<file path="config.mk">
export PLATFORM = sky130hd
export DESIGN_NAME = pipe_reg_hazard
export DESIGN_NICKNAME = d
export VERILOG_FILES = /design/src/rtl/pipe_reg_hazard.sv
export SDC_FILE = /design/constraint.sdc
export NUM_CORES = 1
export LEC_CHECK = 0
export BUFFER_PORTS_ARGS = -buffer_cell sky130_fd_sc_hd__buf_2
export CAP_MARGIN = 0
export CORE_AREA = 2 2 153 155
export DETAILED_ROUTE_END_ITERATION = 7
export DIE_AREA = 0 0 155 157
export HOLD_SLACK_MARGIN = 0.03
export PLACE_DENSITY_LB_ADDON = 0.25
export SETUP_SLACK_MARGIN = 0.3
export SLEW_MARGIN = 15
export SYNTH_ARGS = -nofsm -noshare
export SYNTH_HDL_FRONTEND = slang
export SYNTH_SLANG_ARGS = --single-unit
</file>
<file path="constraint.sdc">
create_clock -name clk -period 3.4 [get_ports clk]
set_clock_uncertainty 0.1 [all_clocks]
set_input_delay 0.34 -clock clk [delete_from_list [all_inputs] [get_ports clk]]
set_output_delay 0.34 -clock clk [all_outputs]
set_load 0.005 [all_outputs]
</file>
<file path="src/rtl/pipe_reg_hazard.sv">
// Pipeline-stage register with hazard hooks (stall holds, flush bubbles) and
// saturating stall/flush activity counters for debug and performance analysis.
module pipe_reg_hazard #(
   parameter int DATA_WIDTH = 32,
   parameter int NUM_DATA   = 5,
   parameter int CTRL_WIDTH = 16,
   parameter int RD_WIDTH   = 5,
   parameter int CNT_WIDTH  = 8
) (
   input  logic                           clk,
   input  logic                           rst,
   input  logic                           stall_i,
   input  logic                           flush_i,
   input  logic                           valid_i,
   input  logic [CTRL_WIDTH-1:0]          ctrl_i,
   input  logic [NUM_DATA*DATA_WIDTH-1:0] data_i,
   input  logic [RD_WIDTH-1:0]            rd_i,
   output logic                           valid_o,
   output logic [CTRL_WIDTH-1:0]          ctrl_o,
   output logic [NUM_DATA*DATA_WIDTH-1:0] data_o,
   output logic [RD_WIDTH-1:0]            rd_o,
   output logic [CNT_WIDTH-1:0]           stall_cnt_o,
   output logic [CNT_WIDTH-1:0]           flush_cnt_o,
   output logic [CNT_WIDTH-1:0]           stall_run_o
);

   logic                           r_valid;
   logic [CTRL_WIDTH-1:0]          r_ctrl;
   logic [NUM_DATA*DATA_WIDTH-1:0] r_data;
   logic [RD_WIDTH-1:0]            r_rd;
   logic [CNT_WIDTH-1:0]           r_stall_cnt;
   logic [CNT_WIDTH-1:0]           r_flush_cnt;
   logic [CNT_WIDTH-1:0]           r_stall_run;

   logic w_stall_cnt_max;
   logic w_flush_cnt_max;
   logic w_stall_run_max;

   assign w_stall_cnt_max = &r_stall_cnt;
   assign w_flush_cnt_max = &r_flush_cnt;
   assign w_stall_run_max = &r_stall_run;

   // Priority: rst > flush > stall > load.
   always_ff @(posedge clk) begin
      if (rst) begin
         r_valid     <= 1'b0;
         r_ctrl      <= '0;
         r_data      <= '0;
         r_rd        <= '0;
         r_stall_cnt <= '0;
         r_flush_cnt <= '0;
         r_stall_run <= '0;
      end else if (flush_i) begin
         r_valid     <= 1'b0;
         r_ctrl      <= '0;
         r_data      <= '0;
         r_rd        <= '0;
         r_stall_run <= '0;
         if (!w_flush_cnt_max) r_flush_cnt <= r_flush_cnt + 1'b1;
      end else if (stall_i) begin
         if (!w_stall_cnt_max) r_stall_cnt <= r_stall_cnt + 1'b1;
         if (!w_stall_run_max) r_stall_run <= r_stall_run + 1'b1;
      end else begin
         r_valid     <= valid_i;
         // An invalid slot must never carry RegWrite/MemWrite downstream.
         r_ctrl      <= valid_i ? ctrl_i : '0;
         r_data      <= data_i;
         r_rd        <= rd_i;
         r_stall_run <= '0;
      end
   end

   assign valid_o     = r_valid;
   assign ctrl_o      = r_ctrl;
   assign data_o      = r_data;
   assign rd_o        = r_rd;
   assign stall_cnt_o = r_stall_cnt;
   assign flush_cnt_o = r_flush_cnt;
   assign stall_run_o = r_stall_run;

endmodule

</file>
# Word level (Yosys, flattened, before mapping)
# Cells that the tools add are included.
# word_totals
n_memories,0
ram_bits,0
latchBits,0
regBits,206
mem_bits_ro,0
wordCells,22
out_inout_bits,206
# op_classes
n_lt_le_gt_ge,0
eq_ne,0
shift,0
n_mul,0
n_addsub,3
mux,1
div_mod_pow,0
n_reduce_logical,7
bitwise,4
# op_table
operator,n
"8-bit by 1-bit adder with 8-bit output, second input constant",3
8-bit AND reduction,3
16-bit 2-to-1 mux,1
1-bit NOT,4
3-bit AND reduction,1
3-bit OR reduction,1
2-bit AND reduction,1
2-bit OR reduction,1

# Logic depth before layout (Yosys ltp)
# Gate-level depths: netlist of run 1.
# depth
word_depth,3
depth_mapped,5

# Least setup slack after synthesis of run 1
# OpenSTA, ideal clock, no wires.
# synth_timing
path_kind,register to register
start,reg r_stall_cnt[0] (netlist: stall_cnt_o[0])
end,reg r_stall_cnt[0] (netlist: stall_cnt_o[0])
stages_incl_launch_ff,6
path_buffers,1
t_arrival_ps,1537
synth_period_minus_slack_ps,1758
path_slack_ps,1642
cell_sequence,dfxtp_1 > ha_1 > and3_1 > clkbuf_1 > a31oi_1 > mux2_2
# synth_between
elab_chain_len,3
word_cells_on_any_way,4
# synth_lines
element,line,rtl
"start, declared",31,logic [CNT_WIDTH-1:0] r_stall_cnt;
"start signal, assigned",61,if (!w_stall_cnt_max) r_stall_cnt <= r_stall_cnt + 1'b1;
"parallel branches: the longest is 3 deep, another holds 8-bit by 1-bit adder with 8-bit output",--,
# Several ways; the timed one is not identified.
# A chain may end at the register's enable or synchronous reset.

# Final worst setup path of run 1
# Same ends and word-level chain as after synthesis.

==> impl_metrics.py, run 1 <==
metrics = {
    "power": {
        "p_seq_share_pct": 46.2,
        "p_int_uw": 4310,
        "comb_power_share_pct": 9.5,
        "p_total_uw": 5480,
        "p_clk_share_pct": 44.3,
        "p_leak_uw": 0.00552,
        "switching_share_pct": 21.3,
        "p_sw_uw": 1170,
        "p_per_area_mw_per_mm2": 481,
        "ir_worst_vdd_uv": 355,
    },
    "global_routing": {
        "grt_pass1_wl_um": 34500,
        "antenna_found_initial": 0,
        "grt_max_degree": 166,
        "grt_overflow": 0,
        "grt_pass1_vias": 6574,
        "track_usage_pct": 17.1,
    },
    "timing": {
        "worst_slew_pin_slew_ps": 936,
        "whs_ps": 193,
        "slew_violations": 0,
        "fin_crit_sh_pct": 54.0,
        "fmax_mhz": 545,
        "rsz0062_at_grt": "false",
        "tns_ps": 0,
        "setup_ws_ps": 1560,
        "hold_viol_final": 0,
        "finalCriticalPeriod_ps": 1840,
        "final-setup-viol-count": 0,
        "relSlewSlack_pct": 37.6,
    },
    "floorplan": {
        "row_count": 55,
        "fp.dieW_um": 155,
        "start_util_pct": 29.6,
        "pin_count": 392,
        "coreArea_mm2": 0.0225,
        "die_area_mm2": 0.0243,
        "die_h_um": 157,
    },
    "yosys": {
        "synth-async-reset-ratio_pct": 0,
        "synth-seq-cells": 206,
        "synth_cell_type_count": 36,
        "synth_top_cell_area_share_pct": 62.0,
        "ys_top_cells_by_area": "dfxtp_1 (62%), a22o_1 (24%), buf_2 (2.5%)",
        "synth_ff_type": "dfxtp_1",
        "syn_area_mm2": 0.00665,
        "yosysWarnings": 0,
        "synth-edff-count": 0,
        "yosysSeqAreaShare_pct": 62.0,
        "syn_inst": 544,
        "synth_area_per_cell_um2": 12.2,
        "syn_nets": 733,
        "yosysTopAreaCell": "dfxtp_1",
    },
    "clock_network": {
        "cts-root-buf": "clkbuf_16",
        "post_cts.repair.setup_buffers": 0,
        "postCtsResizedCells": 0,
        "clock_path_buffers": 3,
        "htreeDepth": 1,
        "cts_tree": "yes",
        "cts_buffers": 22,
        "clkSinkCount": 206,
        "clkLatencyLatePin_ps": 490,
        "clk_pin_slew_ps": 60,
    },
    "routing": {
        "drt-vias-per-instance": 4.73,
        "drc_errors": 0,
        "finalWirelength_um": 22400,
        "drtIter0Drc": 424,
        "vias": 6620,
        "wl_per_cell_um": 16.0,
        "drtAntennaViolNets": 0,
        "drt_pass1_iterations": 4,
    },
    "worst_setup_path": {
        "max_stage_delay_ps": 370,
        "cp-start-kind": "flop",
        "worstPathRequired_ps": 3680,
        "reg2reg_from": "stall_cnt_o[0]",
        "crit_slowest_cell": "mux2_2",
        "cp-startpoint": "stall_cnt_o[0]",
        "path_cells": "ha_1 > and3_1 > a31oi_1 > mux2_2",
        "setup.worst_path.class": "flop to flop",
        "arrival_ps": 2120,
        "path_max_fanout": 7,
        "endpoint_kind": "flop",
    },
    "final_layout": {
        "fin_cells": 1399,
        "nNetsFinal": 1288,
        "fillCellCount": 1938,
        "drive_gt1_share_pct": 39.0,
        "synthToLayoutAreaGrowth_pct": 71.2,
        "final_common_cell": "buf_2",
        "diodes": 0,
        "layout_common_cells": "buf_2 (391), dfxtp_1 (206), a22o_1 (181), dlygate4sd3_1 (181), clkbuf_16 (23)",
    },
    "run_status": {
        "status": "finished, final reports clean",
    },
    "hold_path": {
        "hp-start": "flush_i",
        "hp-class": "input port to flop",
    },
    "placed_design": {
        "dp_cells": 1179,
        "io_buffers": 391,
        "place_ws_ps": 1470,
        "place_congestion": 0.756,
        "hpwl_um": 13300,
    },
    "flow_run": {
        "maxCapViolations": 0,
    },
}
-- routing by layer --
| metal | wire, um | GRT usage (%) | vias up | share of wire, % |
|---|---|---|---|---|
| met1 | 9410 | 20.8 | 3059 | 42 |
| met5 | 0 | 0 | - | 0 |
| met3 | 1770 | 4.63 | 45 | 7.9 |
| met2 | 10500 | 29.3 | 304 | 47 |
| met4 | 722 | 5.73 | 0 | 3.2 |
| li1 | - | - | 3212 | - |
-- cell usage after synthesis (2+ instances only) --
library cell / number
nor2b_1: 7
a21oi_1: 10
and3_1: 8
nand2b_1: 2
ha_1: 3
a21boi_0: 3
mux2_2: 5
nand2_1: 10
nand3_1: 6
dfxtp_1: 206
a31oi_1: 7
clkbuf_1: 12
nand4_1: 3
inv_1: 3
a22o_1: 181
o21ai_0: 3
nor2_1: 8
buf_2: 33
nor3_1: 4
a311oi_1: 6
a211oi_1: 3
and2_1: 2
and4_1: 4
mux2i_1: 3
-- registers in the layout (all words and copies together) (netlist names) --
register	flops
ctrl_o	16
data_o	160
flush_cnt_o	8
rd_o	5
stall_cnt_o	8
stall_run_o	8
valid_o	1
-- area by class of cell --
| class | instances | area [um2] | share of cell area [%] |
|---|---|---|---|
| clock buffer | 35 | 671 | 5.89 |
| clock inverter | 4 | 70.1 | 0.615 |
| inverter | 3 | 11.3 | 0.0989 |
| multi-input combinational | 290 | 2320 | 20.4 |
| sequential | 206 | 4120 | 36.2 |
| tap | 285 | 357 | 3.13 |
| timing repair buffer | 576 | 3840 | 33.7 |
-- stage by stage --
step	instance area, um2	util [%]
global route	11400	50.6
global placement	8840	39.3
floorplan	6650	-
finish	11400	50.6
CTS	11400	50.6
detailed placement	8840	39.3
-- power by group through the flow --
stage	combinational [uW]	clock (uW)	sequential (uW)
6_report	520	2430	2530
5_1_grt	561	2600	2540
3_3_place_gp	344	0	2580
3_5_place_dp	347	0	2580
2_1_floorplan	128	0	2590
4_1_cts	512	2520	2530
-- path summary, 6_finish.rpt --
check              endpoint  slack, ps  depth (start not counted)
max          stall_cnt_o[0]       1560                          4
min          flush_cnt_o[2]        190                          3
max reg2reg  stall_cnt_o[0]       1560                          4
min reg2reg         valid_o        350                          1
-- critical path, delay by kind of cell (launching register included) --
kind            cells  cell delay, ps
simple gates        1             270
fa+ha+maj           1             260
mux                 1             370
flops               1             360
compound gates      1             360
-- what timing repair did --
item	4_1_cts	5_1_grt
endpoints found under the setup margin	0	0
hold endpoints to repair	181	0
hold buffers	181	0
-- kinds of logic after synthesis --
| family | count (synthesis) | share of synthesized area (%) |
|---|---|---|
| flip-flops | 206 | 62.0 |
| adder cells (fa/ha/maj) | 3 | 0.564 |
| AO/OA/AOI/OAI | 220 | 27.8 |
| buffers and inverters | 48 | 3.33 |
| multiplexers | 8 | 1.30 |
| AND/OR/NAND/NOR | 59 | 5.04 |
Note: power is estimated with default switching activity, not from simulation.
==> run 2, diff against run 1 <==
--- a/config.mk
+++ b/config.mk
@@ -7,9 +7,9 @@
 export LEC_CHECK = 0
 export BUFFER_PORTS_ARGS = -buffer_cell sky130_fd_sc_hd__buf_2
 export CAP_MARGIN = 0
-export CORE_AREA = 2 2 153 155
+export CORE_AREA = 2 2 151 153
 export DETAILED_ROUTE_END_ITERATION = 7
-export DIE_AREA = 0 0 155 157
+export DIE_AREA = 0 0 153 155
 export HOLD_SLACK_MARGIN = 0.03
 export PLACE_DENSITY_LB_ADDON = 0.25
 export SETUP_SLACK_MARGIN = 0.3
==> constraint.sdc (replaced) <==
create_clock -name clk -period 1.5 [get_ports clk]
set_clock_uncertainty 0.1 [all_clocks]
set_input_delay 0.15 -clock clk [delete_from_list [all_inputs] [get_ports clk]]
set_output_delay 0.15 -clock clk [all_outputs]
set_load 0.005 [all_outputs]
==> run 2 against run 1 <==
Effect of this change: combinational power grew to 3.0 times the previous value; routed wire length rose by 26%; hold slack got worse by 110 ps; critical endpoint is now stall_cnt_o[3]; highest routed layer unchanged.
==> impl_metrics.py, run 2 (same netlist as run 1, synthesis figures left out) <==
metrics = {
    "clock_network": {
        "clk_pin_slew_ps": 60,
        "clkLatencyLatePin_ps": 500,
        "cts_buffers": 23,
        "clkSinkCount": 206,
        "cts_tree": "yes",
        "clock_path_buffers": 3,
        "cts-root-buf": "clkbuf_16",
        "htreeDepth": 1,
    },
    "global_routing": {
        "grt_overflow": 0,
        "antenna_found_initial": 0,
        "grt_pass1_wl_um": 40000,
        "grt_pass1_vias": 7459,
        "track_usage_pct": 20.5,
        "grt_max_degree": 33,
    },
    "worst_setup_path": {
        "setup.worst_path.class": "flop to flop",
        "max_stage_delay_ps": 350,
        "path_max_fanout": 3,
        "arrival_ps": 1760,
        "endpoint_kind": "flop",
        "worstPathRequired_ps": 1790,
        "cp-start-kind": "flop",
        "path_cells": "ha_4 > and3_4 > a311oi_2 > mux2_4",
        "crit_slowest_cell": "dfxtp_4",
    },
    "power": {
        "p_total_uw": 13000,
        "p_leak_uw": 0.00644,
        "p_per_area_mw_per_mm2": 936,
        "ir_worst_vdd_uv": 591,
    },
    "floorplan": {
        "die_area_mm2": 0.0237,
        "die_h_um": 155,
        "start_util_pct": 29.9,
        "fp.dieW_um": 153,
        "coreArea_mm2": 0.0222,
        "row_count": 55,
        "pin_count": 392,
    },
    "final_layout": {
        "diodes": 0,
        "nNetsFinal": 1412,
        "final_area_mm2": 0.0139,
        "largest_reg_flops": 160,
        "synthToLayoutAreaGrowth_pct": 108,
        "final_common_cell": "buf_2",
        "drive_gt1_share_pct": 64.8,
        "layout_common_cells": "buf_2 (264), dfxtp_2 (194), dlygate4sd3_1 (182)",
        "fin_cells": 1522,
    },
    "timing": {
        "slew_violations": 0,
        "relSlewSlack_pct": 51.7,
        "final-setup-viol-count": 0,
        "worst_slew_pin_slew_ps": 725,
        "setup_ws_ps": 24.8,
        "rsz0062_at_grt": "true",
        "fmax_mhz": 678,
        "fin_crit_sh_pct": 98.3,
        "finalCriticalPeriod_ps": 1480,
        "hold_viol_final": 0,
    },
    "placed_design": {
        "place_congestion": 0.770,
        "hpwl_um": 15200,
        "dp_cells": 1219,
        "placed_area_mm2": 0.00934,
        "io_buffers": 391,
        "place_ws_ps": -56.4,
    },
    "hold_path": {
        "hp-class": "input port to flop",
    },
    "routing": {
        "drc_errors": 0,
        "drtAntennaViolNets": 0,
        "drtIter0Drc": 384,
        "drt_pass1_iterations": 8,
        "wl_per_cell_um": 18.6,
        "finalWirelength_um": 28300,
        "vias": 7513,
        "drt-vias-per-instance": 4.94,
    },
    "flow_run": {
        "maxCapViolations": 0,
    },
    "run_status": {
        "status": "finished, final reports clean",
    },
}
[run 2: cell count changes in the layout (fill, tap and decap cells not counted), sizes merged]
cell | previous run | this run
buf | 395 | 517
clkbuf | 35 | 28
clkinv | 2 | 6
clkinvlp | 0 | 2
dlygate4sd3 | 181 | 182
inv | 3 | 4
[run 2: metal layers]
layer / up-vias / GRT usage [%] / wire length [um]
met4: 0 / 8.02 / 1140
met3: 76 / 4.15 / 2060
met1: 3597 / 25.1 / 10900
met2: 380 / 35.5 / 14200
met5: - / 0 / 0
li1: 3460 / - / -
[run 2: final cells by class]
| type | instances | area, um2 |
|---|---|---|
| timing repair buffer | 699 | 5760 |
| tap | 285 | 357 |
| inverter | 3 | 11.3 |
| fill | 1595 | 8370 |
| sequential | 206 | 4400 |
| multi-input combinational | 290 | 2570 |
| clock buffer | 28 | 636 |
| clock inverter | 11 | 121 |
[run 2: worst paths after layout]
kind                                      from  slack [ps]             end  cells after the start
worst min register to register         valid_o         350         valid_o                      1
worst max register to register  stall_cnt_o[1]          20  stall_cnt_o[3]                      4
worst min-delay path                   flush_i          90  stall_cnt_o[4]                      4
worst max-delay path            stall_cnt_o[1]          20  stall_cnt_o[3]                      4
[run 2: what timing repair did]
item                                    4_1_cts  5_1_grt
endpoints found under the hold margin       187        0
cloned                                        0        0
hold buffers                                182        0
pin swaps                                    16       23
endpoints found under the setup margin      211      227
resized for setup                           298       93
buffers inserted                             45       37
[run 2: metrics by stage]
step           util, %  hold slack, ps  TNS [ps]
3_5_place_dp      42.0             262      -689
2_1_floorplan        -             175      -222
3_3_place_gp      42.0             260         0
6_report          62.3            85.1         0
5_1_grt           62.3             103     -7.41
4_1_cts           59.1            66.0         0
[run 2: report_power, final]
group	switching [uW]	internal [uW]	leakage (uW)
clock network	2270	3360	0.000369
registers	127	5660	0.00177
logic	545	1000	0.00430
total	2940	10000	0.00644
[run 2: critical path, delay by kind of cell (launching register included)]
family | cells | cell delay (ps)
DFF | 1 | 350
muxes | 1 | 320
AOI/OAI and AO/OA | 1 | 270
and+or+nand+nor | 1 | 180
adders and majority gates | 1 | 150
==> run 3, diff against run 2 <==
--- a/config.mk
+++ b/config.mk
@@ -7,9 +7,9 @@
 export LEC_CHECK = 0
 export BUFFER_PORTS_ARGS = -buffer_cell sky130_fd_sc_hd__buf_2
 export CAP_MARGIN = 0
-export CORE_AREA = 2 2 151 153
+export CORE_AREA = 5 5 149 151
 export DETAILED_ROUTE_END_ITERATION = 7
-export DIE_AREA = 0 0 153 155
+export DIE_AREA = 0 0 154 156
 export HOLD_SLACK_MARGIN = 0.03
 export PLACE_DENSITY_LB_ADDON = 0.25
 export SETUP_SLACK_MARGIN = 0.3
==> run 3 against run 2 <==
Effect of this change: sequential power about the same; final cell count decreased by 1.3%; fmax fell by 0.86%; core utilization up 5.0 points; routed wire length is 8.3% higher; clock power is 9.0% higher; largest cell class unchanged.
==> impl_metrics.py, run 3 (same netlist as run 1, synthesis figures left out) <==
metrics = {
    "power": {
        "p_total_uw": 13500,
        "p_int_uw": 10500,
        "p_clk_share_pct": 45.6,
        "p_sw_uw": 3020,
        "p_leak_uw": 0.00642,
        "p_seq_share_pct": 42.9,
        "p_per_area_mw_per_mm2": 969,
        "comb_power_share_pct": 11.5,
        "switching_share_pct": 22.4,
        "ir_worst_vdd_uv": 791,
    },
    "hold_path": {
        "hold_depth": 3,
        "hp-class": "input port to flop",
        "hp-start": "rst",
        "hold_path_end": "stall_cnt_o[2]",
    },
    "clock_network": {
        "cts_buffers": 23,
        "clk_pin_slew_ps": 60,
        "clkSinkCount": 206,
        "htreeDepth": 1,
        "cts_tree": "yes",
        "clock_path_buffers": 3,
        "clkLatencyLatePin_ps": 500,
        "cts-root-buf": "clkbuf_16",
    },
    "global_routing": {
        "antenna_found_initial": 1,
        "grt_max_degree": 92,
        "grt_overflow": 0,
        "grt_pass1_wl_um": 42500,
        "track_usage_pct": 21.4,
        "grt_pass1_vias": 7663,
    },
    "routing": {
        "drtIter0Drc": 439,
        "drtAntennaViolNets": 0,
        "drt_pass1_iterations": 4,
        "wl_per_cell_um": 20.4,
        "routed.top_layer": "met4",
        "drt-vias-per-instance": 5.00,
        "finalWirelength_um": 30600,
        "met2_length_um": 15600,
        "drt-met1-wl_um": 11800,
        "drc_errors": 0,
        "route.met3.wl_um": 2300,
        "vias": 7512,
    },
    "final_layout": {
        "fin_cells": 1502,
        "final_common_cell": "buf_2",
        "layout_common_cells": "buf_2 (235), dfxtp_2 (194), a22o_1 (181), dlygate4sd3_1 (181), buf_6 (174)",
        "fillCellCount": 1332,
        "largest_reg_flops": 160,
        "synthToLayoutAreaGrowth_pct": 109,
        "nNetsFinal": 1399,
        "drive_gt1_share_pct": 64.1,
        "final_area_mm2": 0.0139,
    },
    "timing": {
        "tns_ps": 0,
        "fmax_mhz": 672,
        "fin_crit_sh_pct": 99.2,
        "finalCriticalPeriod_ps": 1490,
        "slew_violations": 0,
        "worst_slew_pin_slew_ps": 468,
        "relSlewSlack_pct": 68.8,
        "rsz0062_at_grt": "true",
        "hold_viol_final": 0,
        "final-setup-viol-count": 0,
    },
    "floorplan": {
        "die_area_mm2": 0.0240,
        "coreArea_mm2": 0.0207,
        "fp.dieW_um": 154,
        "die_h_um": 156,
        "pin_count": 392,
        "start_util_pct": 32.2,
        "row_count": 53,
    },
    "worst_setup_path": {
        "path_max_fanout": 3,
        "setup.worst_path.class": "flop to flop",
        "reg2reg_from": "stall_cnt_o[1]",
        "reg2reg_depth": 4,
        "endpoint_kind": "flop",
        "max_stage_delay_ps": 350,
        "r2r-end": "stall_cnt_o[3]",
        "arrival_ps": 1770,
        "crit_slowest_cell": "dfxtp_4",
        "path_cells": "ha_4 > and3_4 > a311oi_2 > mux2_4",
        "r2r_slack_ps": 10,
        "worstPathRequired_ps": 1780,
        "cp-start-kind": "flop",
    },
    "placed_design": {
        "place_congestion": 0.809,
        "io_buffers": 391,
        "dp_cells": 1200,
        "hpwl_um": 16300,
        "placed_area_mm2": 0.00923,
    },
    "flow_run": {
        "maxCapViolations": 0,
    },
    "run_status": {
        "status": "finished, final reports clean",
    },
}
## run 3: cell count changes in the layout (fill, tap and decap cells not counted), sizes merged
cell	before	now
clkbuf	28	30
inv	4	5
dlygate4sd3	182	181
clkinv	6	4
clkinvlp	2	1
buf	517	505
diode	0	1
bufinv	2	4
## run 3: per-stage QoR
step / setup WS, ps / hold slack, ps / utilization [%]
CTS: 2.02 / 47.8 / 63.8
floorplan: -126 / 175 / -
global placement: -8.86 / 260 / 44.6
finish: 12.0 / 68.4 / 67.3
detailed placement: -80.2 / 266 / 44.6
global route: -32.2 / 64.2 / 67.3
## run 3: area by class of cell
class / count / area [um2] / share of cell area (%)
diodes: 1 / 2.50 / 0.0180
repair buffers: 686 / 5780 / 41.5
multi-input cells: 290 / 2550 / 18.3
flip-flops and latches: 206 / 4400 / 31.6
inverters: 3 / 11.3 / 0.0809
clock buffers: 30 / 663 / 4.76
clock inverters: 11 / 165 / 1.19
well taps: 275 / 344 / 2.47
## run 3: per-layer routing
| layer | vias up | GRT usage [%] |
|---|---|---|
| li1 | 3446 | - |
| met5 | - | 0 |
| met3 | 69 | 5.46 |
| met2 | 364 | 38.3 |
| met1 | 3633 | 25.2 |
| met4 | 0 | 6.81 |
## run 3: how the worst max path moves through the flow
| stage | start | endpoint | slack [ps] | cells after the start |
|---|---|---|---|---|
| final | stall_cnt_o[1] | stall_cnt_o[3] | 10 | 4 |
| after detailed placement | flush_i | ctrl_o[1] | -80 | 4 |
| after CTS | stall_cnt_o[1] | stall_cnt_o[3] | 2 | 4 |
| after global placement | flush_i | ctrl_o[3] | -9 | 4 |
| after floorplan | stall_cnt_o[1] | stall_cnt_o[3] | -130 | 5 |
| after global routing | stall_cnt_o[1] | stall_cnt_o[3] | -30 | 4 |
## run 3: what timing repair did
action | in CTS | in global routing
setup buffers | 40 | 39
setup endpoints to repair | 225 | 232
hold buffers | 181 | 0
gates cloned | 0 | 0
endpoints found under the hold margin | 181 | 0
pin swaps | 16 | 8
resized for setup | 332 | 79
## run 3: power by group through the flow
stage                     clock (uW)  combinational [uW]  sequential, uW
after floorplan                    0                 298            5860
after CTS                       6210                1390            5760
after global routing            6490                1630            5800
after detailed placement           0                 868            5850
after global placement             0                 858            5850
final                           6150                1550            5790
## run 3: critical path: cells and delay by family, from the launching register on
family	cells	cell delay [ps]
AND/OR/NAND/NOR	1	180
flip-flops	1	350
multiplexers	1	320
adder cells (fa/ha/maj)	1	150
AO/OA/AOI/OAI	1	270
